### src/rtl/dt_pkg.sv
// Shared definitions for the decision-tree walker: interface widths, node-word
// layout (MSB first: is_leaf, feat_idx, threshold, left_child, right_child),
// the walker FSM state enum and the root node address.
package dt_pkg;

  localparam int unsigned NUM_FEATURES  = 16;
  localparam int unsigned FEAT_IDX_W    = 4;
  localparam int unsigned NODE_ADDR_W   = 8;
  localparam int unsigned CLASS_W       = 4;
  localparam int unsigned DEF_MAX_DEPTH = 16;
  localparam int unsigned FEAT_W        = 32;
  localparam int unsigned THR_W         = 27;

  // Node word field offsets (LSB positions) and total width.
  localparam int unsigned RIGHT_LSB = 0;
  localparam int unsigned LEFT_LSB  = RIGHT_LSB + NODE_ADDR_W;
  localparam int unsigned THR_LSB   = LEFT_LSB + NODE_ADDR_W;
  localparam int unsigned IDX_LSB   = THR_LSB + THR_W;
  localparam int unsigned LEAF_BIT  = IDX_LSB + FEAT_IDX_W;
  localparam int unsigned NODE_W    = 1 + FEAT_IDX_W + THR_W + 2 * NODE_ADDR_W;

  localparam logic [NODE_ADDR_W-1:0] ROOT_ADDR = '0;

  typedef struct packed {
    logic                   is_leaf;
    logic [FEAT_IDX_W-1:0]  feat_idx;
    logic [THR_W-1:0]       threshold;
    logic [NODE_ADDR_W-1:0] left_child;
    logic [NODE_ADDR_W-1:0] right_child;
  } dt_node_t;

  typedef enum logic [2:0] {
    ST_IDLE,
    ST_FETCH,
    ST_DECODE,
    ST_CMP_WAIT,
    ST_DONE
  } dt_state_e;

endpackage

### src/rtl/dt_feature_regfile.sv
// Feature register file for the tree walker.
// Ports: clk, rst_n (async active-low); we/waddr/wdata write port;
// raddr/rdata combinational read port. Indices outside NUM_FEATURES are
// dropped on write and read back as zero.
module dt_feature_regfile
  import dt_pkg::*;
(
  input  logic                  clk,
  input  logic                  rst_n,
  input  logic                  we,
  input  logic [FEAT_IDX_W-1:0] waddr,
  input  logic [FEAT_W-1:0]     wdata,
  input  logic [FEAT_IDX_W-1:0] raddr,
  output logic [FEAT_W-1:0]     rdata
);

  logic [FEAT_W-1:0] regs_q [NUM_FEATURES];
  logic [FEAT_W-1:0] regs_d [NUM_FEATURES];

  // Write decode: only an exact index match updates a register.
  always_comb begin
    for (int i = 0; i < int'(NUM_FEATURES); i++) begin
      regs_d[i] = regs_q[i];
      if (we && (waddr == FEAT_IDX_W'(i))) regs_d[i] = wdata;
    end
  end

  always_ff @(posedge clk or negedge rst_n) begin
    if (!rst_n) begin
      for (int i = 0; i < int'(NUM_FEATURES); i++) regs_q[i] <= '0;
    end else begin
      for (int i = 0; i < int'(NUM_FEATURES); i++) regs_q[i] <= regs_d[i];
    end
  end

  // Read mux; an unmatched index falls through to zero.
  always_comb begin
    rdata = '0;
    for (int i = 0; i < int'(NUM_FEATURES); i++) begin
      if (raddr == FEAT_IDX_W'(i)) rdata = regs_q[i];
    end
  end

endmodule

### src/rtl/dt_tree_walker.sv
// Decision-tree traversal controller (initiator of the threshold-compare
// interface). Walks from the root node, issuing feature/threshold pairs to
// the comparator and following its go-left decision until a leaf is found.
// Ports: clk, rst_n (async active-low); feat_we/feat_addr/feat_data feature
// writes (dropped while busy); start/busy walk control; node_rd_en/node_addr/
// node_data synchronous node memory; cmp_* comparator request/response;
// result_valid/result_class/result_error walk result.
// Optional macro DT_WALK_DEPTH_GUARD_EN adds a MAX_DEPTH internal-node limit
// that ends a walk with result_error=1 (protection against cyclic trees).
// cmp_valid/cmp_feature/cmp_threshold are driven in the DECODE cycle itself,
// straight from the arriving node word, so that an internal node costs three
// cycles with a one-cycle registered comparator.
module dt_tree_walker
  import dt_pkg::*;
#(
  parameter int unsigned MAX_DEPTH = DEF_MAX_DEPTH
)
(
  input  logic                   clk,
  input  logic                   rst_n,
  input  logic                   feat_we,
  input  logic [FEAT_IDX_W-1:0]  feat_addr,
  input  logic [FEAT_W-1:0]      feat_data,
  input  logic                   start,
  output logic                   busy,
  output logic                   node_rd_en,
  output logic [NODE_ADDR_W-1:0] node_addr,
  input  logic [NODE_W-1:0]      node_data,
  output logic                   cmp_valid,
  output logic [FEAT_W-1:0]      cmp_feature,
  output logic [THR_W-1:0]       cmp_threshold,
  input  logic                   cmp_go_left,
  input  logic                   cmp_result_valid,
  output logic                   result_valid,
  output logic [CLASS_W-1:0]     result_class,
  output logic                   result_error
);

  dt_state_e              state_q, state_d;
  logic [NODE_ADDR_W-1:0] cur_addr_q, cur_addr_d;
  logic [NODE_ADDR_W-1:0] left_q, left_d;
  logic [NODE_ADDR_W-1:0] right_q, right_d;
  logic [CLASS_W-1:0]     class_q, class_d;
  logic [FEAT_W-1:0]      feat_hold_q, feat_hold_d;
  logic [THR_W-1:0]       thr_hold_q, thr_hold_d;
  dt_node_t               node;
  logic [FEAT_W-1:0]      feat_sel;
  logic                   cmp_issue_c;
  logic                   guard_hit_c;

  assign node = dt_node_t'(node_data);

  dt_feature_regfile u_feat_regs (
    .clk   (clk),
    .rst_n (rst_n),
    .we    (feat_we && (state_q == ST_IDLE)),
    .waddr (feat_addr),
    .wdata (feat_data),
    .raddr (node.feat_idx),
    .rdata (feat_sel)
  );

`ifdef DT_WALK_DEPTH_GUARD_EN
  localparam int unsigned DEPTH_W = $clog2(MAX_DEPTH + 1);

  logic [DEPTH_W-1:0] depth_q, depth_d;
  logic               error_q, error_d;

  assign guard_hit_c = (depth_q == DEPTH_W'(MAX_DEPTH));

  // Depth counts compares taken this walk; error is decided when DONE is entered.
  always_comb begin
    depth_d = depth_q;
    error_d = error_q;
    if ((state_q == ST_IDLE) && start) depth_d = '0;
    if ((state_q == ST_CMP_WAIT) && cmp_result_valid) depth_d = depth_q + DEPTH_W'(1);
    if ((state_q == ST_DECODE) && (node.is_leaf || guard_hit_c)) error_d = !node.is_leaf;
  end

  always_ff @(posedge clk or negedge rst_n) begin
    if (!rst_n) begin
      depth_q <= '0;
      error_q <= 1'b0;
    end else begin
      depth_q <= depth_d;
      error_q <= error_d;
    end
  end

  assign result_error = error_q;
`else
  assign guard_hit_c  = 1'b0;
  assign result_error = 1'b0;
`endif

  // Walker FSM next-state and datapath updates.
  always_comb begin
    state_d     = state_q;
    cur_addr_d  = cur_addr_q;
    left_d      = left_q;
    right_d     = right_q;
    class_d     = class_q;
    feat_hold_d = feat_hold_q;
    thr_hold_d  = thr_hold_q;
    cmp_issue_c = 1'b0;
    case (state_q)
      ST_IDLE: begin
        if (start) begin
          cur_addr_d = ROOT_ADDR;
          state_d    = ST_FETCH;
        end
      end
      ST_FETCH: state_d = ST_DECODE;
      ST_DECODE: begin
        if (node.is_leaf) begin
          class_d = node.threshold[CLASS_W-1:0];
          state_d = ST_DONE;
        end else if (guard_hit_c) begin
          class_d = '0;
          state_d = ST_DONE;
        end else begin
          cmp_issue_c = 1'b1;
          feat_hold_d = feat_sel;
          thr_hold_d  = node.threshold;
          left_d      = node.left_child;
          right_d     = node.right_child;
          state_d     = ST_CMP_WAIT;
        end
      end
      ST_CMP_WAIT: begin
        if (cmp_result_valid) begin
          cur_addr_d = cmp_go_left ? left_q : right_q;
          state_d    = ST_FETCH;
        end
      end
      ST_DONE: state_d = ST_IDLE;
      default: state_d = ST_IDLE;
    endcase
  end

  always_ff @(posedge clk or negedge rst_n) begin
    if (!rst_n) begin
      state_q     <= ST_IDLE;
      cur_addr_q  <= '0;
      left_q      <= '0;
      right_q     <= '0;
      class_q     <= '0;
      feat_hold_q <= '0;
      thr_hold_q  <= '0;
    end else begin
      state_q     <= state_d;
      cur_addr_q  <= cur_addr_d;
      left_q      <= left_d;
      right_q     <= right_d;
      class_q     <= class_d;
      feat_hold_q <= feat_hold_d;
      thr_hold_q  <= thr_hold_d;
    end
  end

  assign busy          = (state_q != ST_IDLE);
  assign node_rd_en    = (state_q == ST_FETCH);
  assign node_addr     = cur_addr_q;
  assign result_valid  = (state_q == ST_DONE);
  assign result_class  = class_q;
  assign cmp_valid     = cmp_issue_c;
  assign cmp_feature   = cmp_issue_c ? feat_sel : feat_hold_q;
  assign cmp_threshold = cmp_issue_c ? node.threshold : thr_hold_q;

endmodule

### config.mk
export PLATFORM = sky130hd
export DESIGN_NAME = dt_tree_walker
export DESIGN_NICKNAME = d
export VERILOG_FILES = /design/src/rtl/dt_pkg.sv /design/src/rtl/dt_feature_regfile.sv /design/src/rtl/dt_tree_walker.sv
export SDC_FILE = /design/constraint.sdc
export NUM_CORES = 1
export LEC_CHECK = 0
export CORE_ASPECT_RATIO = 0.6
export CORE_MARGIN = 1
export CORE_UTILIZATION = 50
export DETAILED_ROUTE_END_ITERATION = 6
export PLACE_DENSITY = 0.69
export SYNTH_ARGS = -nofsm -noshare
export SYNTH_HDL_FRONTEND = slang
export SYNTH_HIERARCHICAL = 1
export SYNTH_SLANG_ARGS = --single-unit
### constraint.sdc
create_clock -name clk -period 4.1 [get_ports clk]
set_clock_uncertainty 0.05 [all_clocks]
set_input_delay 0.82 -clock clk [delete_from_list [all_inputs] [get_ports clk]]
set_output_delay 0.82 -clock clk [all_outputs]
set_load 0.01 [all_outputs]
# Word-level counts from Yosys, hierarchy flattened
# Cells that the tools add are included.
[totals] regBits=602 out_inout_bits=76 inputBits=90 elab_cells=114
[op_classes] n_eq_ne=36 mux=28 reduce_logical=26 n_bitwise=1
[ops] operator="$mux 32" n=17
[ops] operator="$eq 4x4->1 const B" n=16
[ops] operator="$eq 4x3->1 const B" n=8
[ops] operator="$mux 27" n=1
[ops] operator="$mux 8" n=3
[ops] operator="$logic_and 1x1->1" n=17
[ops] operator="$eq 4x2->1 const B" n=4
[ops] operator="$pmux 8 s2" n=1
[ops] operator="$pmux 3 s4" n=1
[ops] operator="$mux 3" n=3
[ops] operator="$eq 4x1->1 const B" n=2
[ops] operator="$logic_not 4->1" n=2
[ops] operator="$eq 3x2->1 const B" n=2
[ops] operator="$reduce_and 2->1" n=3
[ops] operator="$ne 2x2->1 const B" n=2
[ops] operator="$eq 3x1->1 const B" n=1
[ops] operator="$eq 3x3->1 const B" n=1
[ops] operator="$logic_not 3->1" n=1
[ops] operator="$reduce_and 3->1" n=1
[ops] operator="$reduce_bool 3->1" n=1
[ops] operator="$mux 1" n=2
[ops] operator="$reduce_bool 2->1" n=1
[ops] operator="$not 1->1" n=1

# Logic depth before layout (Yosys ltp)
# Gate-level depths: netlist (run 1).
[logic_depth] ltp_word=18 ltp_mapped=10 mapped_depth_nobuf=6

# Cells and area by module
# Netlist (run 1), hierarchy kept.
[by_module_without_submodules] mod="dt_feature_regfile" area_per_inst_um2=25187.9 seq_area_each_um2=12812.3 cells_each=2030 n_inst=1
[by_module_without_submodules] mod="dt_tree_walker" area_per_inst_um2=4314.1 seq_area_each_um2=2252.2 cells_each=284 n_inst=1

# Worst setup path before layout (run 1)
# Ideal clock, no wire load.
[synth_path] path_kind="input port to output port" from="input port node_data[44]" to="output port cmp_feature[12]" setup_slack_ns=0.617 required_ns=3.230 arrival_time_ns=2.613 path_buffers=3 cell_stages=9 cell_sequence="buf_2 > buf_6 > buf_2 > mux2i_1 > o22ai_1 > a211o_1 > a221oi_1 > o21ai_1 > mux2_1"
[synth_between] elab_chain_len=18 word_cells_on_any_way=33 cone_classes="15 x eq/ne; 17 x mux; 1 x reduce/logical"
[synth_lines] item="start: declaration" line="dt_tree_walker.sv:28" rtl="input logic [NODE_W-1:0] node_data,"
[synth_lines] item="$logic_not 4->1" line="dt_feature_regfile.sv:40" rtl="if (raddr == FEAT_IDX_W'(i)) rdata = regs_q[i];"
[synth_lines] item="$mux 32 (15 in a row)" line="dt_feature_regfile.sv:40"
[synth_lines] item="$mux 32 *" line="dt_feature_regfile.sv:40"
[synth_lines] item="named net feat_sel[12]" line="dt_tree_walker.sv:47" rtl="logic [FEAT_W-1:0] feat_sel;"
[synth_lines] item="$mux 32 *" line="dt_tree_walker.sv:167" rtl="assign cmp_feature = cmp_issue_c ? feat_sel : feat_hold_q;"
[synth_lines] item="end: declaration" line="dt_tree_walker.sv:30" rtl="output logic [FEAT_W-1:0] cmp_feature,"
# Mark *: on every way through the listed nets, which the timed path passes. The rest lies on a longest branch.

# Worst setup path in the final report (run 1)
[layout_path] from="input port node_data[43]" to="output port cmp_feature[17]"
# Same word-level chain as after synthesis.

==> flow_summary.ini, run 1 <==
[run_status]
status = complete, but fails checks
violations = design-rule violations, negative setup slack

[pwr]
vdd_ir_drop_max_mv = 0.434
p_total_uw = 23000
p_per_area_mw_per_mm2 = 652
leakagePower_uw = 0.0160

[global_routing]
grt_max_degree = 88
grt_pass1_wl_um = 137000
antenna_found_initial = 6
grt_pass1_vias = 21600
grt-ovfl-total = 0
gr-usage-all-layers_pct = 30.3

[drt]
routed_via_density = 6.45
routed_wirelength_um = 91700
drc_errors = 1
wl_per_cell_um = 27.5
dr_total_vias = 21500
drt_iter0_markers = 2604
firstDrtPassIters = 7
ant_nets = 0

[synth]
synth_cell_types = 66
synthFlopType = dfrtp_1
synth_edf_count = 0
syn-cell-area_mm2 = 0.0295
ys_seq_elements = 602
synth_top_area_share_pct = 51.1
synth_top_family_by_area = multiplexers
ys_seq_area_share_pct = 51.1
synth-xor-area-share_pct = 0
synthMuxAreaShare_pct = 29.7
synth_compound_area_share_pct = 11.7
async_reset_ff_share_pct = 100
yosys.area_share.adder_pct = 0
synth_area_per_cell_um2 = 12.7
synth_most_common_cell = dfrtp_1
ys.warnings.count = 6
synth_commonest_cells = dfrtp_1 (602), mux2_2 (599), nor2_1 (139)
synthesis.nets = 2404
synthTopCellsByArea = dfrtp_1 (51%), mux2_2 (23%), mux2i_1 (4.0%)
synth_top_area_cell = dfrtp_1
yosys.area_share.simple_pct = 3.55
netlist_instances = 2314

[setup_path]
cp_max_fo = 27
crit_required_ns = 3.23
cp_cell_sequence = buf_6 > nand2b_1 > buf_6 > o22ai_1 > a21oi_1 > o32ai_2 > o21ai_2 > mux2_1 > clkdlybuf4s50_1
cp-end-kind = primary output
critical_path_buf_inv_count = 3
arrival_ns = 3.24
slowest_stage = clkdlybuf4s50_1
crit_path_frequent_cell = buf_6
critPathTopFamily = buffers and inverters
path_class = in2out
cpPeakStageDelay_ns = 0.56
cp-start-kind = input port

[placed_design]
place_congestion = 0.892
port_buffers = 164
hpwlAfterDp_um = 58600
postPlaceCellArea_mm2 = 0.0329

[clock_tree]
ctsRootBufferMaster = clkbuf_16
tritoncts = built
cts.htree.levels = 2
clockBufferDepth = 3
cts_sinks = 602
hold_buffers = 0
numCtsBuffers = 56
clock_latency_ns = 0.62
clkTransAtPathRegs_ns = 0.06

[die]
die_w_um = 316
ios = 166
start_util_pct = 51.0
fp.dieArea_mm2 = 0.0600
rows = 68
die-height_um = 190
core_mm2 = 0.0579

[cells_and_area]
stdcell_area_mm2 = 0.0352
drive_gt1_share_pct = 38.5
area_growth_pct = 19.5
fin_nets = 2605
n_fill_cell = 4469

[timing]
max_slew_margin_pct = 44.5
setup_viol = 2
worst_slew_pin_slew_ns = 0.833
fin_crit_sh_pct = 100
finalWorstSetupSlack_ns = -0.0114
finalHoldViolCount = 0
slew_violations = 0
fmax_mhz = 243
grt_setup_unrepaired = yes
layout_min_cycle_time_ns = 4.11

[run]
drv_cap = 0

[worst_hold_path]
hp-class = in2async
[path summary, 6_finish.rpt]
check	cells past startpoint	start	slack [ns]	endpoint
max	9	node_data[43]	-0.01	cmp_feature[17]
min	1	rst_n	0.17	u_feat_regs/regs_q[33]$_DFFE_PN0P_
max reg2reg	6	state_q[2]$_DFFE_PN0P_	0.97	u_feat_regs/regs_q[108]$_DFFE_PN0P_
min reg2reg	1	u_feat_regs/regs_q[115]$_DFFE_PN0P_	0.44	u_feat_regs/regs_q[115]$_DFFE_PN0P_
max in group asynchronous	2	rst_n	2.67	u_feat_regs/regs_q[243]$_DFFE_PN0P_
min in group clk	1	u_feat_regs/regs_q[115]$_DFFE_PN0P_	0.44	u_feat_regs/regs_q[115]$_DFFE_PN0P_
[metrics by stage]
step / hold slack, ns / setup WS [ns] / std cells / setup TNS, ns / util, %
final: 0.172 / -0.0114 / 3330 / -0.0187 / 60.9
after detailed placement: 0.426 / -0.220 / 3207 / -1.60 / 56.8
after CTS: 0.217 / -0.0505 / 3310 / -0.170 / 60.3
after floorplan: 0.408 / 0.617 / 2314 / 0 / -
after global routing: 0.227 / -0.0724 / 3327 / -0.167 / 60.9
after global placement: 0.420 / -0.220 / 3207 / -1.24 / 56.8
[registers in the layout, indices dropped and copies added, names as in the netlist]
register / cells
result_class: 4
u_feat_regs/regs_q: 512
left_q: 8
feat_hold_q: 32
node_addr: 8
right_q: 8
thr_hold_q: 27
state_q: 3
[repair_timing]
item | CTS | global route
buffers inserted | 4 | 13
pin swaps | 4 | 7
resized for setup | 56 | 42
cloned | 0 | 3
setup endpoints to repair | 28 | 19
[area by class of cell]
cell class                      instances  area (um^2)  share of cell area [%]
Multi-Input combinational cell       1486        13600                    38.6
Inverter                                7         26.3                  0.0746
Sequential cell                       602        15100                    42.7
Timing Repair Buffer                  362         3750                    10.6
Antenna cell                            4         10.0                  0.0284
Clock buffer                           82         1650                    4.69
Tap cell                              770          963                    2.73
Clock inverter                         17          183                   0.518
[logic make-up (layout without fill, tap and decap cells)]
kind of cell / Yosys count / after routing
AOI/OAI and AO/OA: 482 / 482
buffers and inverters: 227 / 468
DFF: 602 / 602
muxes: 782 / 782
other: 1 / 5
and+or+nand+nor: 220 / 221
[worst reg2reg max path, cell delays in order (launching register included)]
cell	delay (ns)
dfrtp_1	0.51
or3_1	0.44
nor2_1	0.43
nand3_1	0.39
or3_2	0.53
buf_4	0.28
mux2_1	0.41
[layer usage]
metal	share of wire, %	global-route usage (%)
met5	0.055	0
met4	2.7	8.79
met3	10	7.35
met1	45	45.6
met2	42	43.0
[layout by cell type, fill, tap and decap left out, drive strengths merged, types with 8 or more instances in the layout]
cell type	synthesis	routed
inv	6	9
a221oi	51	51
nor2	139	140
nand3	9	9
nand3b	10	10
o211a	22	22
a211o	24	24
nand2	18	18
dlygate4sd2	0	13
o22ai	70	70
o32ai	24	24
o21ai	137	137
mux2i	118	118
or3	8	8
clkdlybuf4s50	0	140
a21oi	67	67
nand2b	10	10
o2bb2ai	12	12
mux4	8	8
o221a	23	23
mux2	656	656
clkbuf	96	84
buf	124	201
clkinv	1	12
dfrtp	602	602
[where the power goes]
part           internal [uW]  leakage [uW]  total [uW]  switching, uW
registers               8850       0.00774       10700           1830
clock network           2980      0.000911        5290           2320
logic                   4140       0.00739        7000           2860
total                  16000        0.0160       23000           7000
No activity file was read; power rests on OpenSTA's default activity.
==> run 2, diff against run 1 <==
--- a/constraint.sdc
+++ b/constraint.sdc
@@ -3,3 +3,3 @@
 set_input_delay 0.82 -clock clk [delete_from_list [all_inputs] [get_ports clk]]
 set_output_delay 0.82 -clock clk [all_outputs]
-set_load 0.01 [all_outputs]
+set_load 0.1 [all_outputs]
==> run 2 against run 1 <==
Compared with the run above: the run still ends with design-rule violations, negative setup slack left; combinational power grew 50%; wire length shrank 0.81%; sequential share of layout area grew 0.33 points; power grew 16%; design area shrank 0.76%; worst hold slack gained 0.060 ns; worst setup slack lost 0.031 ns; clock power grew 4.3%; fmax shrank 0.75%; first-iteration DRC count grew 3.9%; global-route usage grew 0.23 points; critical path depth grew 1.
==> flow_summary.ini, run 2 (synthesis results as in run 1) <==
[clock_tree]
cts_setup_buffers = 0
clkTransAtPathRegs_ns = 0.07
cts.htree.levels = 2
clockBufferDepth = 3
clock_latency_ns = 0.62
tritoncts = built
cts_sinks = 602
ctsRootBufferMaster = clkbuf_16
numCtsBuffers = 56

[die]
start_util_pct = 51.0
rows = 68
die_w_um = 316
fp.dieArea_mm2 = 0.0600
die-height_um = 190
ios = 166
core_mm2 = 0.0579

[global_routing]
grt_max_degree = 100
grt_pass1_vias = 21800
grt_pass1_wl_um = 138000
grt-ovfl-total = 0
use_met2_pct = 42.8
grt_use_met1_pct = 46.5
gr-usage-all-layers_pct = 30.5
antenna_found_initial = 6
grt-busiest-layer = met1
use_met3_pct = 7.79

[drt]
dr_total_vias = 21400
drc_errors = 31
routed_via_density = 6.57
routed_wirelength_um = 91000
drt_iter0_markers = 2706
wl_per_cell_um = 28.0
ant_nets = 0
firstDrtPassIters = 7

[timing]
fin_tns_setup_ns = -0.0426
fmax_mhz = 241
grt_setup_unrepaired = yes
setup_viol = 1
slew_violations = 0
layout_min_cycle_time_ns = 4.14
finalWorstSetupSlack_ns = -0.0426
fin_crit_sh_pct = 101
worst_slew_pin_slew_ns = 0.989
finalHoldViolCount = 0
max_slew_margin_pct = 33.8

[setup_path]
r2r_end = u_feat_regs/regs_q[395]$_DFFE_PN0P_
rrSetupSlack_ns = 0.85
critical_path_buf_inv_count = 4
slowest_stage = mux2i_1
r2r_start = state_q[2]$_DFFE_PN0P_
cp-start-kind = input port
rr_worst_depth = 6
cp-end-kind = primary output
path_class = in2out
cpPeakStageDelay_ns = 0.40
crit_required_ns = 3.23
cp_max_fo = 15
critPathTopFamily = compound AO/OA/AOI/OAI gates
arrival_ns = 3.27
cp_cell_sequence = buf_6 > buf_12 > buf_4 > mux2i_1 > nor2_1 > a211o_1 > a221oi_1 > o21ai_0 > mux2_2 > buf_12
crit_path_frequent_cell = buf_12

[run]
drv_cap = 0

[pwr]
vdd_ir_drop_max_mv = 0.497
p_total_uw = 26700
leakagePower_uw = 0.0158
p_per_area_mw_per_mm2 = 764

[cells_and_area]
top_regs = u_feat_regs/regs_q: 512 flops, feat_hold_q: 32 flops, thr_hold_q: 27 flops
final_common_cell = dfrtp_1
fin_nets = 2529
final_core_util_pct = 60.5
top_register = u_feat_regs/regs_q
final_cell_mix = dfrtp_1 (602), mux2_2 (599), nor2_1 (129), o21ai_0 (116), mux2i_1 (108)
drive_gt1_share_pct = 38.2
largest_reg_flops = 512
area_growth_pct = 18.6

[run_status]
status = complete, but fails checks
violations = design-rule violations, negative setup slack

[placed_design]
post-place-ws_ns = 0.0564
place_congestion = 0.910
port_buffers = 164
hpwlAfterDp_um = 58100

[worst_hold_path]
hp-class = in2async
-- run 2: worst max-delay path by stage --
stage	from	to	slack, ns	depth (start not counted)
floorplan	node_data[44]	cmp_feature[12]	0.28	9
global placement	node_data[44]	cmp_feature[5]	0.08	9
detailed placement	node_data[44]	cmp_feature[20]	0.06	9
CTS	node_data[44]	cmp_feature[20]	0.04	9
global route	node_data[44]	cmp_feature[24]	-0.04	9
finish	node_data[44]	cmp_feature[0]	-0.04	10
-- run 2: cell type report --
cell class                      instances  area (um^2)
Fill cell                            4463        22900
Sequential cell                       602        15100
Multi-Input combinational cell       1485        13400
Timing Repair Buffer                  287         3590
Clock buffer                           74         1570
Tap cell                              770          963
Clock inverter                         25          352
Inverter                                7         26.3
Antenna cell                            1         2.50
-- run 2: through the flow --
step / cells / hold slack (ns) / cell area (um^2)
after floorplan: 2314 / 0.408 / 29500
after global placement: 3151 / 0.418 / 33000
after detailed placement: 3151 / 0.427 / 33000
after CTS: 3250 / 0.270 / 34900
after global routing: 3250 / 0.287 / 35000
final: 3251 / 0.232 / 35000
-- run 2: repair_timing --
item / CTS / global route
endpoints found under the setup margin: 0 / 9
hold buffers: 0 / 0
resized for setup: 0 / 16
-- run 2: power by group --
part           switching, uW  internal (uW)  total [uW]  leakage (uW)
clock                   2330           3190        5520      0.000944
sequential              1850           8850       10700       0.00774
combinational           5740           4760       10500       0.00707
total                   9920          16800       26700        0.0158
-- run 2: routing by layer --
metal / vias up / share of wire [%]
met5: - / 0.056
met4: 8 / 2.5
met3: 228 / 11
met2: 1193 / 42
met1: 11100 / 45
li1: 8857 / -
